[src/rtl/cpu_mem_pkg.sv]
// Shared types and constants for the fetch / load-store memory port arbiter.
package cpu_mem_pkg;

  typedef enum logic [1:0] {
    IDLE   = 2'd0,
    HOLD_F = 2'd1,
    HOLD_D = 2'd2
  } state_e;

  typedef enum logic {
    OWN_F = 1'b0,
    OWN_D = 1'b1
  } owner_e;

  localparam logic [3:0] BYTE_EN_ALL = 4'hF;

  function automatic owner_e owner_of(input logic sel_d);
    return sel_d ? OWN_D : OWN_F;
  endfunction

endpackage

[src/rtl/arb_pick.sv]
// Winner selection between fetch (F) and load/store (D) requesters.
// ARB_ROUND_ROBIN_EN selects round-robin on contention; default is D over F.
module arb_pick
  import cpu_mem_pkg::*;
(
  input  logic   f_req,
  input  logic   d_req,
`ifdef ARB_ROUND_ROBIN_EN
  input  owner_e last_own,
`endif
  output logic   any_req,
  output logic   pick_d
);

  // Combinational winner; a lone requester always wins.
  always_comb begin
    any_req = f_req | d_req;
    pick_d  = 1'b0;
`ifdef ARB_ROUND_ROBIN_EN
    if (f_req && d_req) begin
      pick_d = (last_own == OWN_F);
    end else begin
      pick_d = d_req;
    end
`else
    if (d_req) begin
      pick_d = 1'b1;
    end else begin
      pick_d = 1'b0;
    end
`endif
  end

endmodule

[src/rtl/mem_port_arbiter.sv]
// Shares one memory port between instruction fetch and load/store, with a
// fixed 1-cycle read return. Define ARB_ROUND_ROBIN_EN for round-robin arbitration.
module mem_port_arbiter
  import cpu_mem_pkg::*;
#(
  parameter int AW = 32,
  parameter int DW = 32
) (
  input  logic          clk,
  input  logic          reset,
  input  logic [AW-1:0] i_f_addr,
  input  logic          i_f_rd,
  output logic [DW-1:0] o_f_rddata,
  output logic          o_f_rdvalid,
  output logic          o_f_waitrequest,
  input  logic [AW-1:0] i_d_addr,
  input  logic          i_d_rd,
  input  logic          i_d_wr,
  input  logic [DW-1:0] i_d_wrdata,
  input  logic [3:0]    i_d_byte_en,
  output logic [DW-1:0] o_d_rddata,
  output logic          o_d_rdvalid,
  output logic          o_d_waitrequest,
  output logic [AW-1:0] o_m_addr,
  output logic          o_m_rd,
  output logic          o_m_wr,
  output logic [DW-1:0] o_m_wrdata,
  output logic [3:0]    o_m_byte_en,
  input  logic [DW-1:0] i_m_rddata,
  input  logic          i_m_waitrequest
);

  state_e state_r;
  owner_e owner_r;
  logic   rd_pend_r;
  logic   any_req_s;
  logic   pick_d_s;
  logic   sel_d_s;
  logic   cmd_rd_s;
  logic   cmd_wr_s;
  logic   accept_s;
`ifdef ARB_ROUND_ROBIN_EN
  owner_e rr_r;
`endif

  arb_pick u_arb_pick (
    .f_req    (i_f_rd),
    .d_req    (i_d_rd | i_d_wr),
`ifdef ARB_ROUND_ROBIN_EN
    .last_own (rr_r),
`endif
    .any_req  (any_req_s),
    .pick_d   (pick_d_s)
  );

  // Live pick only in IDLE; a held grant is never re-arbitrated.
  always_comb begin
    sel_d_s = 1'b0;
    case (state_r)
      IDLE:    sel_d_s = pick_d_s;
      HOLD_F:  sel_d_s = 1'b0;
      HOLD_D:  sel_d_s = 1'b1;
      default: sel_d_s = 1'b0;
    endcase
  end

  // Command mux; a simultaneous load+store from D issues only the store.
  always_comb begin
    o_m_addr    = i_f_addr;
    o_m_wrdata  = {DW{1'b0}};
    o_m_byte_en = BYTE_EN_ALL;
    cmd_rd_s    = 1'b0;
    cmd_wr_s    = 1'b0;
    if (sel_d_s) begin
      o_m_addr    = i_d_addr;
      o_m_wrdata  = i_d_wrdata;
      o_m_byte_en = i_d_byte_en;
      cmd_wr_s    = i_d_wr;
      cmd_rd_s    = i_d_rd & ~i_d_wr;
    end else begin
      cmd_rd_s    = i_f_rd;
    end
  end

  assign o_m_rd          = cmd_rd_s & ~reset;
  assign o_m_wr          = cmd_wr_s & ~reset;
  assign accept_s        = (o_m_rd | o_m_wr) & ~i_m_waitrequest;
  assign o_f_waitrequest = ~(accept_s & ~sel_d_s);
  assign o_d_waitrequest = ~(accept_s & sel_d_s);
  assign o_f_rddata      = i_m_rddata;
  assign o_d_rddata      = i_m_rddata;
  assign o_f_rdvalid     = rd_pend_r & (owner_r == OWN_F);
  assign o_d_rdvalid     = rd_pend_r & (owner_r == OWN_D);

  // Grant FSM plus the pending-read/owner tracking for the 1-cycle return.
  always_ff @(posedge clk or posedge reset) begin
    if (reset) begin
      state_r   <= IDLE;
      rd_pend_r <= 1'b0;
      owner_r   <= OWN_F;
    end else begin
      rd_pend_r <= accept_s & o_m_rd;
      if (accept_s && o_m_rd) begin
        owner_r <= owner_of(sel_d_s);
      end
      case (state_r)
        IDLE: begin
          if (any_req_s && !accept_s) begin
            state_r <= sel_d_s ? HOLD_D : HOLD_F;
          end
        end
        HOLD_F, HOLD_D: begin
          // Also release if the held requester withdrew, so the port cannot lock up.
          if (accept_s || !(cmd_rd_s || cmd_wr_s)) begin
            state_r <= IDLE;
          end
        end
        default: state_r <= IDLE;
      endcase
    end
  end

`ifdef ARB_ROUND_ROBIN_EN
  // Remember who was granted last so contention alternates.
  always_ff @(posedge clk or posedge reset) begin
    if (reset) begin
      rr_r <= OWN_F;
    end else if (accept_s) begin
      rr_r <= owner_of(sel_d_s);
    end else begin
      rr_r <= rr_r;
    end
  end
`endif

endmodule

[config.mk]
export PLATFORM = sky130hd
export DESIGN_NAME = mem_port_arbiter
export DESIGN_NICKNAME = d
export VERILOG_FILES = /design/src/rtl/cpu_mem_pkg.sv /design/src/rtl/arb_pick.sv /design/src/rtl/mem_port_arbiter.sv
export SDC_FILE = /design/constraint.sdc
export NUM_CORES = 1
export LEC_CHECK = 0
export BUFFER_PORTS_ARGS = -buffer_cell sky130_fd_sc_hd__buf_2
export CAP_MARGIN = 15
export CORE_AREA = 4 4 104 106
export CTS_BUF_LIST = sky130_fd_sc_hd__clkbuf_8
export DETAILED_ROUTE_END_ITERATION = 10
export DIE_AREA = 0 0 108 110
export PLACE_DENSITY_LB_ADDON = 0.12
export SLEW_MARGIN = 25
export SYNTH_ARGS = -nofsm -noshare
export SYNTH_HDL_FRONTEND = slang
export SYNTH_SLANG_ARGS = --single-unit
[constraint.sdc]
create_clock -name clk -period 1.8 [get_ports clk]
set_clock_uncertainty 0.1 [all_clocks]
set_input_delay 0.27 -clock clk [delete_from_list [all_inputs] [get_ports clk]]
set_output_delay 0.27 -clock clk [all_outputs]
set_load 0.02 [all_outputs]
==> impl_metrics.toml <==
[detailed_routing]
avgRoutedWirePerCell_um = 15.2
drt_pass1_iterations = 4
avgViaCountPerCell = 3.78
drc = 0
dr_total_vias = 1673
drtAntennaViolNets = 0
routed_wire_length_mm = 6.75
detail_route.iter0.violations = 27

[grt]
use_met1_pct = 8.25
grt_util_all_layers_pct = 9.02
grt_start_max_net_pins = 38
grt_busiest_layer = "met2"
gr_util_met3_pct = 2.21
first_global_vias = 1643
antenna_found_initial = 0
wire_length_of_the_first_global_routing_pass_mm = 8.45
global_route.overflow_total = 0
groute.layer.met2.usage_pct = 18.7

[clock_tree]
cts_h_tree_depth = 1
clock_sink_total = 4
bufs_on_longest_clock_path = 2
cts_tree = "built"
clkLatencyLatePin_ns = 0.21
clock_tree.root_cell = "sky130_fd_sc_hd__clkbuf_8"
cts.reportedPaths.clkPinSlew_ns = 0.03
cts_buffers = 3

[power_and_ir_drop]
power.net_switching_mw = 2.00
vdd_drop_max_uv = 669
p_comb_share_pct = 93.4
report.power.total_mw = 4.89
power.internal_mw = 2.89
share_seq_of_total_power_pct = 2.9
leakagePower_nw = 1.64
switching_share_of_power_pct = 40.9
power_density_nw_per_um2 = 1570
power.clock.fraction_pct = 3.7

[logic_synthesis]
netlist_instances = 176
synth.largest_area_cell = "sky130_fd_sc_hd__buf_4"
most_numerous_cell_types_in_the_synthesized_netlist = "64 x sky130_fd_sc_hd__buf_4, 33 x sky130_fd_sc_hd__and2_1, 30 x sky130_fd_sc_hd__mux2_2"
most_frequently_used_cell_type_in_the_post_synthesis_netlist = "sky130_fd_sc_hd__buf_4"
ys_ff_latch = 4
synth.yosys.warnings = 0
synth-edff-count = 0
syn_avg_cell_area_um2 = 8.21
synth_seq_area_share_pct = 6.93
synth.distinct_cells = 31
syn_nets = 316
postSynth.asyncResetShare_pct = 100
summed_instance_area_of_the_synthesized_netlist_um2 = 1450
synthDominantCellAreaShare_pct = 33.2
top_reg_cell_synth = "sky130_fd_sc_hd__dfrtp_1"
yosys-top-cells-area = "sky130_fd_sc_hd__buf_4 33%, sky130_fd_sc_hd__mux2_2 23%, sky130_fd_sc_hd__and2_1 14%"

[sta]
layout_min_cycle_time_ns = 2.08
worst_pin_slew_ns = 0.361
final_min_period_over_clock_period_pct = 116
final-setup-viol-count = 69
timing.max_slew.rel_slack_pct = 75.8
slew_viol_final = 0
hold_violations = 0
finalWorstSetupSlack_ns = -0.284
rsz0062_at_grt = "yes"
timing.hold.ws_ns = 0.327
f_max_mhz = 480

[worst_setup_path]
critPathLaunchType = "register"
arrival_ns = 1.71
criticalPathCategory = "register to primary output"
cp_data_required_time_ns = 1.43
critical_path_endpoint_category = "primary output"
critPathMaxFanout = 8

[cells_and_area]
stdcell_area_um2 = 3120
flow.area_growth_from_synthesis_pct = 116
num-fill-cells = 1018
multiInputGateArea_um2 = 1100
storage_cell_area_um2 = 101
drive_gt1_share_pct = 92.3
layoutNonFillerInstCount = 443
numnets_final = 452
diodes_inserted = 0

[die]
die_w_um = 108
placementRows = 36
die_height_um = 110
core_area_um2 = 9770
num_io_pins = 276
floorplan.initialDensity_pct = 14.8
die-area_um2 = 11900

[placement]
dp.cells = 427
placement.cell_area_um2 = 2230
finalWeightedCongestion = 0.753
dpl_worst_slack_ns = -0.159
port_buffers = 179
detailedPlacementHpwl_mm = 5.21

[outcome]
failed_checks = "negative setup slack"
run_status = "finished, violations left"

[hold_path]
hp-class = "primary input to register"

[run]
max_cap_violations = 0
-- kinds of logic after synthesis --
logic type / Yosys count / share of synthesized area (%)
fa+ha+maj: 2 / 1.73
compound gates: 15 / 8.40
buf+inv: 76 / 38.0
mux: 32 / 24.9
simple gates: 47 / 20.0
flops: 4 / 6.93
-- metal layers --
metal	wire [um]	up-vias
li1	-	790
met1	2090	735
met2	3760	125
met3	718	23
met4	180	0
met5	0	-
-- layout make-up --
class	count	share of cell area (%)
clock buffers	3	1.32
inverters	5	0.601
multi-input cells	96	35.3
flip-flops and latches	4	3.25
well taps	133	5.33
repair buffers	202	54.2
-- power groups by stage --
stage	combinational (mW)	sequential, mW	clock, mW
floorplan	2.15	0.131	0
global placement	2.89	0.136	0
detailed placement	2.88	0.136	0
CTS	3.68	0.141	0.186
global route	4.82	0.150	0.198
finish	4.57	0.144	0.180
-- path summary, 6_finish.rpt --
kind	start	end	slack, ns	depth (start not counted)
worst max-delay path	state_r[1]	o_m_addr[31]	-0.28	7
worst min-delay path	i_f_rd	owner_r	0.33	3
worst max register to register	state_r[0]	state_r[0]	0.06	6
worst min register to register	owner_r	owner_r	0.44	1
max in group asynchronous	reset	state_r[1]	0.96	3
min in group asynchronous	reset	state_r[0]	0.47	3
-- metrics by stage --
| stage | setup TNS [ns] | util, % |
|---|---|---|
| floorplan | 0 | - |
| global placement | -4.27 | 22.8 |
| detailed placement | -4.59 | 22.8 |
| CTS | -17.35 | 27.5 |
| global route | -20.40 | 31.9 |
| finish | -15.72 | 31.9 |
-- critical path, stage by stage (launching register included) --
cell,delay (ns)
sky130_fd_sc_hd__dfrtp_2,0.39
sky130_fd_sc_hd__inv_2,0.05
sky130_fd_sc_hd__ha_4,0.17
sky130_fd_sc_hd__a21oi_4,0.16
sky130_fd_sc_hd__buf_6,0.15
sky130_fd_sc_hd__buf_12,0.13
sky130_fd_sc_hd__mux2_4,0.31
sky130_fd_sc_hd__buf_6,0.13
-- sequential cells by signal, summed over array words and instances (netlist names) --
register   cells
rd_pend_r      1
state_r        2
owner_r        1
-- cell usage in the layout, fill, tap and decap left out, drive strengths merged, types with 4 or more instances in the layout --
cell type	n
clkbuf	7
mux2	32
buf	197
dfrtp	4
inv	5
nand2b	5
and2	33
-- repair_timing --
item	4_1_cts	5_1_grt
endpoints found under the hold margin	4	0
cloned	2	7
gates resized for setup	106	102
hold buffers	1	0
pin swaps	3	37
setup endpoints to repair	73	73
setup buffers	3	3
Note: power is estimated with default switching activity, not from simulation.
